### config.mk
export PLATFORM = sky130hd
export DESIGN_NAME = dpmu_multicore
export DESIGN_NICKNAME = d
export VERILOG_FILES = /design/src/rtl/dpmu_multicore.sv
export SDC_FILE = /design/constraint.sdc
export NUM_CORES = 1
export LEC_CHECK = 0
export CAP_MARGIN = 0
export CORE_UTILIZATION = 45
export CTS_CLUSTER_SIZE = 40
export DETAILED_ROUTE_END_ITERATION = 6
export DONT_BUFFER_PORTS = 1
export HOLD_SLACK_MARGIN = 0.15
export SYNTH_ARGS = -nofsm -noshare
export SYNTH_HDL_FRONTEND = slang
export SYNTH_SLANG_ARGS = --single-unit
### constraint.sdc
create_clock -name clk -period 3.9 [get_ports clk]
set_input_delay 0.195 -clock clk [delete_from_list [all_inputs] [get_ports clk]]
set_output_delay 0.195 -clock clk [all_outputs]
set_load 0.02 [all_outputs]
### src/rtl/dpmu_multicore.sv
// Multi-core DVFS controller: filtered global mode selection plus
// per-core voltage/frequency ramping in a safe step order.
module dpmu_multicore #(
    parameter int NCORES    = 4,
    parameter int VW        = 2,
    parameter int FW        = 3,
    parameter int DWELL     = 8,
    parameter int STEP_WAIT = 4
) (
    input  logic                 clk,
    input  logic                 rst_n,
    input  logic                 perf_req,
    input  logic [1:0]           temp_sensor,
    input  logic [1:0]           battery_level,
    input  logic [NCORES-1:0]    core_busy,
    output logic [NCORES*VW-1:0] vlevel,
    output logic [NCORES*FW-1:0] flevel,
    output logic [2:0]           mode,
    output logic                 power_save,
    output logic                 busy
);

    typedef enum logic [2:0] {
        M_NORMAL  = 3'd0,
        M_PERF    = 3'd1,
        M_PSAVE   = 3'd2,
        M_THERMAL = 3'd3,
        M_BATT    = 3'd4
    } mode_e;

    localparam logic [VW-1:0] VMAX = '1;
    localparam logic [FW-1:0] FMAX = '1;
    localparam int CW = $clog2(DWELL + 1);
    localparam int TW = (STEP_WAIT > 1) ? $clog2(STEP_WAIT) : 1;
    localparam logic [CW-1:0] DW    = CW'(DWELL);
    localparam logic [TW-1:0] TLOAD = TW'(STEP_WAIT - 1);

    mode_e          mode_q, mode_d;
    mode_e          cand, cand_q;
    logic [CW-1:0]  cnt_q, cnt_d, cnt_n;
    logic           safety;
    logic [NCORES-1:0] off;

    always_comb begin
        if (battery_level <= 2'd1)
            cand = M_BATT;
        else if (temp_sensor >= 2'd2)
            cand = M_THERMAL;
        else if (perf_req)
            cand = M_PERF;
        else if (core_busy == '0)
            cand = M_PSAVE;
        else
            cand = M_NORMAL;
    end

    assign safety = (cand == M_BATT) || (cand == M_THERMAL);

    always_ff @(posedge clk or negedge rst_n) begin
        if (!rst_n) begin
            mode_q <= M_NORMAL;
            cand_q <= M_NORMAL;
            cnt_q  <= '0;
        end else begin
            mode_q <= mode_d;
            cand_q <= cand;
            cnt_q  <= cnt_d;
        end
    end

    // Safety modes bypass the dwell filter entirely.
    always_comb begin
        mode_d = mode_q;
        cnt_d  = '0;
        cnt_n  = (cand == cand_q) ? cnt_q + CW'(1) : CW'(1);
        if (cand != mode_q) begin
            if (safety)
                mode_d = cand;
            else if (cnt_n == DW)
                mode_d = cand;
            else
                cnt_d = cnt_n;
        end
    end

    always_comb begin
        mode       = mode_q;
        power_save = (mode_q == M_PSAVE) || (mode_q == M_BATT);
    end

    for (genvar i = 0; i < NCORES; i++) begin : g_core
        logic [VW-1:0] v_q, v_d, tv;
        logic [FW-1:0] f_q, f_d, tf;
        logic [TW-1:0] t_q, t_d;

        always_comb begin
            tv = '0;
            tf = '0;
            case (mode_q)
                M_PERF: begin
                    tv = VMAX;
                    tf = FMAX;
                end
                M_NORMAL: begin
                    tv = VMAX >> 1;
                    tf = core_busy[i] ? (FMAX >> 1) : '0;
                end
                M_THERMAL: begin
                    tv = VMAX >> 1;
                    tf = FMAX >> 2;
                end
                M_PSAVE: begin
                    tv = '0;
                    tf = FW'(1);
                end
                default: begin
                    tv = '0;
                    tf = '0;
                end
            endcase
        end

        assign off[i] = (v_q != tv) || (f_q != tf);

        // Frequency leaves before voltage drops; voltage arrives before
        // frequency rises.
        always_comb begin
            v_d = v_q;
            f_d = f_q;
            t_d = t_q;
            if (t_q != '0) begin
                t_d = t_q - TW'(1);
            end else if (off[i]) begin
                t_d = TLOAD;
                if (f_q > tf)
                    f_d = f_q - FW'(1);
                else if (v_q < tv)
                    v_d = v_q + VW'(1);
                else if (f_q < tf)
                    f_d = f_q + FW'(1);
                else
                    v_d = v_q - VW'(1);
            end
        end

        always_ff @(posedge clk or negedge rst_n) begin
            if (!rst_n) begin
                v_q <= '0;
                f_q <= '0;
                t_q <= '0;
            end else begin
                v_q <= v_d;
                f_q <= f_d;
                t_q <= t_d;
            end
        end

        assign vlevel[i*VW +: VW] = v_q;
        assign flevel[i*FW +: FW] = f_q;
    end

    assign busy = |off;

endmodule

# Word level (Yosys, flattened, before mapping)
# Index checks and enable logic that the tools add are counted.
# classes
bitwise,8
multipliers,0
muxes,47
reduce_logical,33
n_div,0
shift,0
eq_ne,25
n_lt_le_gt_ge,14
add_sub_neg,21
# ops
cell,n
3-bit two-way mux,16
2-bit two-way mux,22
3-bit one-hot mux with 3 select lines,4
4-bit AND reduction,8
2-bit nonzero test,13
4-bit two-way mux,4
"2-bit inequality test, second input constant",8
"2-bit by 1-bit subtractor with 2-bit output, second input constant",8
3-bit inequality test,5
"3-bit by 1-bit adder with 3-bit output, second input constant",4
3-bit > comparator,4
3-bit < comparator,4
"3-bit by 1-bit subtractor with 3-bit output, second input constant",4
"3-bit by 2-bit == test with 1-bit output, second input constant",3
"2-bit by 1-bit adder with 2-bit output, second input constant",4
2-bit < comparator,4
2-bit inequality test,4
1-bit NOT,8
"3-bit == test, second input constant",2
1-bit logical OR,6
"4-bit by 1-bit adder with 4-bit output, second input constant",1
"4-bit == test, second input constant",1
4-bit zero test,1
2-bit one-hot mux with 2 select lines,1
other kinds (8),9
# word_totals
mem_bits_ro,0
out_inout_bits,25
elab_cells,163
latchBits,0
inputBits,11
mem_bits_rw,0
regBits,38
mem_count,0

# Longest topological paths before layout
# logic_depth
ltp_word,11
ltp_mapped,12
mapped_depth_nobuf,11

# Worst setup path after synthesis
# Ideal clock, no wire load.
# synth_path
path_kind,register to register
from,reg mode_q[2] (netlist: mode[2])
to,reg g_core[1].f_q[2]
setup_ns,0.080
slack_ns,0.925
t_arrival_ns,2.896
path_stages_with_launch,13
n_path_buf,1
cell_sequence,dfrtp_1 > clkbuf_1 > nor2_1 > o21ai_0 > ha_1 > nor2b_1 > o21a_1 > o21ai_0 > xnor2_1 > ha_1 > or3_1 > a211oi_1 > xor2_1
# synth_via
elab_chain_len,6
elab_cells_between_ends,18
classes_between,3 x order compare; 6 x eq/ne; 3 x mux; 6 x reduce/logical
# synth_lines
item,line_no,text
start: declaration,38,"mode_e mode_q, mode_d;"
start signal: assignment,65,mode_q <= mode_d;
3-bit by 2-bit == test with 1-bit output or 3-bit zero test (tied branches),99,case (mode_q)
2-bit OR reduction (no line),n/a,
3-bit one-hot mux with 3 select lines or 2-bit one-hot mux with 2 select lines (tied branches),99,
"3-bit > comparator, or another cell as far along",135,if (f_q > tf)
"2-bit inequality test (no line), or another cell as far along",n/a,
4-bit AND reduction (no line),n/a,
end signal: assignment,149,f_q <= '0;
end signal: assignment,153,f_q <= f_d;
end: declaration,93,"logic [FW-1:0] f_q, f_d, tf;"
# Parallel ways exist; a longest one is shown, timed or not.
# A chain may end at the register's enable or synchronous reset.

# Worst setup path after layout
# Ends and elaborated chain as after synthesis.

==> out/metrics.cfg <==
[run_status]
status = complete, no violations

[yosys]
ys_seq_elements = 38
synth_xor_area_frac = 0.0894
synth_flop_cell = dfrtp_1
syn_area_um2 = 2650
synth_simple_gate_area_frac = 0.167
synth_edf_count = 0
yosysUniqueCellTypes = 45
synthCells = 284
ys_warn_count = 0
synth_fp_nets = 324
synth_top_family_by_area = simple AND/OR/NAND/NOR gates
synth.avg_cell_area_um2 = 9.31
seq_area_frac_synth = 0.360
synthMuxAreaShare = 0.0440
yosys-top-cells-area = dfrtp_1 (36%), ha_1 (12%), xnor2_1 (6.0%), inv_1 (5.0%), nor2_1 (3.7%)
synth_commonest_cells = dfrtp_1 (38), inv_1 (35), ha_1 (26), nor2_1 (26), nand2_1 (19)
synth_area_leader_cell = dfrtp_1
synth_top_cell_area_share = 0.360
ys_async_sr_fraction = 1.00
synthMostInstantiatedCell = dfrtp_1
synthAdderAreaFrac = 0.146
synth_compound_area_frac = 0.137

[layout]
final_area_um2 = 2900
area_growth_pct = 9.70
antenna_cells = 0
final_core_util = 0.521
drive_gt1_frac = 0.0707
fin_nets = 337
fin_cells = 369

[sta]
rsz0062_at_grt = false
min_period_over_period = 0.808
worst_pin_slew_ns = 0.631
drv_slew = 0
maxSlewHeadroom = 0.576
fin_setup_tns_ns = 0
max_freq_ghz = 0.317
period_minus_slack_ns = 3.15
fin_worst_skew_ns = 0.00663
setup_viol = 0
hold_viol = 0

[grt]
grt_max_degree = 39
grt_pass1_vias = 2010
grt_usage = 0.190
antenna_found_initial = 0
grt_pass1_wl_um = 9240
grt-ovfl-total = 0

[setup_path]
end_kind = flip-flop
critPathArrivalTime_ns = 3.36
cp_cell_sequence = buf_4, nor2_1, o21ai_0, ha_1, nor2b_1, o21a_1, o21ai_0, xnor2_1, ha_1, or3_1, a211oi_1, xor2_1
critPathMaxFanout = 12
worst_ep_required_time_ns = 4.11
slowest_stage = o21ai_0
crit_type = reg2reg
startpoint_type = flip-flop
slowest_delay_ns = 0.39

[clock_tree]
cts_buffer_depth = 2
numClockSinks = 38
cts.htree.levels = 2
clock_latency_ns = 0.29
root_buffer = clkbuf_8
tritoncts = done
clk_pin_slew_ns = 0.08
cts_setup_buffers = 0
numCtsBuffers = 5
ctsResizeCount = 0

[flow_run]
drv_cap = 0

[power]
ir_worst_vdd_v = 0.000382
power.density_nw_per_um2 = 812
p_leak_nw = 1.31

[die]
initial_core_util = 0.475
core_um2 = 5570
die_area_um2 = 6190
die_h_um = 78.7
rows = 27
die_w_um = 78.7
ios = 36

[routing]
drtPass1Iterations = 4
wl_per_cell_um = 14.3
vias_per_cell = 5.37
antenna_left = 0
drc = 0
routed_wl_um = 5290
vias = 1983
drt_iter0_markers = 88

[placement]
place_hpwl_um = 3910
io_buffers = 0
place_inst = 355
dpl_cell_area_um2 = 2750
gp_congestion = 0.801

[hold_path]
hp-class = in2reg

-- placed cells by master (no fill, tap or decap), drive strengths merged, types with 6 or more instances in the layout --
master / n
nand2: 19
o21ai: 13
clkbuf: 7
mux2i: 9
a21oi: 12
nor3: 9
nor2: 26
xnor2: 18
nand3: 6
xor2: 9
ha: 26
dlygate4sd3: 6
dfrtp: 38
inv: 35
-- critical path, delay by kind of cell (launching register included) --
family / cells / cell delay (ns)
buffers and inverters: 1 / 0.19
xor gates and xnor gates: 2 / 0.28
adders and majority gates: 2 / 0.51
and+or+nand+nor: 3 / 0.73
AOI/OAI and AO/OA: 4 / 0.98
DFF: 1 / 0.37
-- timing repair --
item,CTS,global route
hold buffers,7,0
endpoints found under the setup margin,0,0
hold endpoints to repair,44,0
-- through the flow --
stage	power [W]	hold WS, ns	worst slack [ns]
floorplan	0.00187	-0.101	0.925
global placement	0.00206	-0.0991	0.852
detailed placement	0.00210	-0.0994	0.773
CTS	0.00239	0.151	0.744
global route	0.00262	0.164	0.377
finish	0.00236	0.157	0.747
-- sequential cells by signal (all words and copies together) (netlist names) --
signal	cells
g_core.f_q	12
g_core.t_q	8
g_core.v_q	8
cnt_q	4
cand_q	3
mode	3
-- worst paths after layout --
kind,startpoint,end,slack (ns),cells after the start
max in group asynchronous,rst_n,g_core[2].f_q[0],3.34,2
worst max register to register,mode[2],g_core[1].f_q[2],0.75,12
worst min register to register,g_core[3].t_q[0],g_core[3].t_q[0],0.48,1
min in group asynchronous,rst_n,cnt_q[3],0.36,2
worst min-delay path,temp_sensor[1],mode[0],0.16,3
worst max-delay path,mode[2],g_core[1].f_q[2],0.75,12
-- logic make-up (layout without fill, tap and decap cells) --
kind of cell	Yosys count	in the layout
AOI/OAI and AO/OA	51	51
xor gates and xnor gates	27	27
adders and majority gates	29	29
buffers and inverters	40	53
DFF	38	38
muxes	11	11
and+or+nand+nor	88	88
-- report_power, final --
group	internal (W)	switching, W	leakage (nW)
Combinational	0.000581	0.000680	0.809
Clock	0.000123	0.000138	0.0383
Sequential	0.000563	0.000272	0.464
Total	0.00127	0.00109	1.31
-- final cells by class --
cell class / instances / area (µm²)
Timing Repair Buffer: 11 / 110
Multi-Input combinational cell: 206 / 1540
Clock buffer: 7 / 76.3
Sequential cell: 38 / 951
Inverter: 35 / 131
Tap cell: 72 / 90.1
Fill cell: 542 / 2670
-- per-layer routing --
metal,GRT usage,share of wire,vias up
li1,-,-,1007
met1,0.238,0.46,927
met2,0.312,0.47,37
met3,0.0488,0.043,12
met4,0.0741,0.020,0
met5,0,0,-
Power figures use the tool's default switching activity.
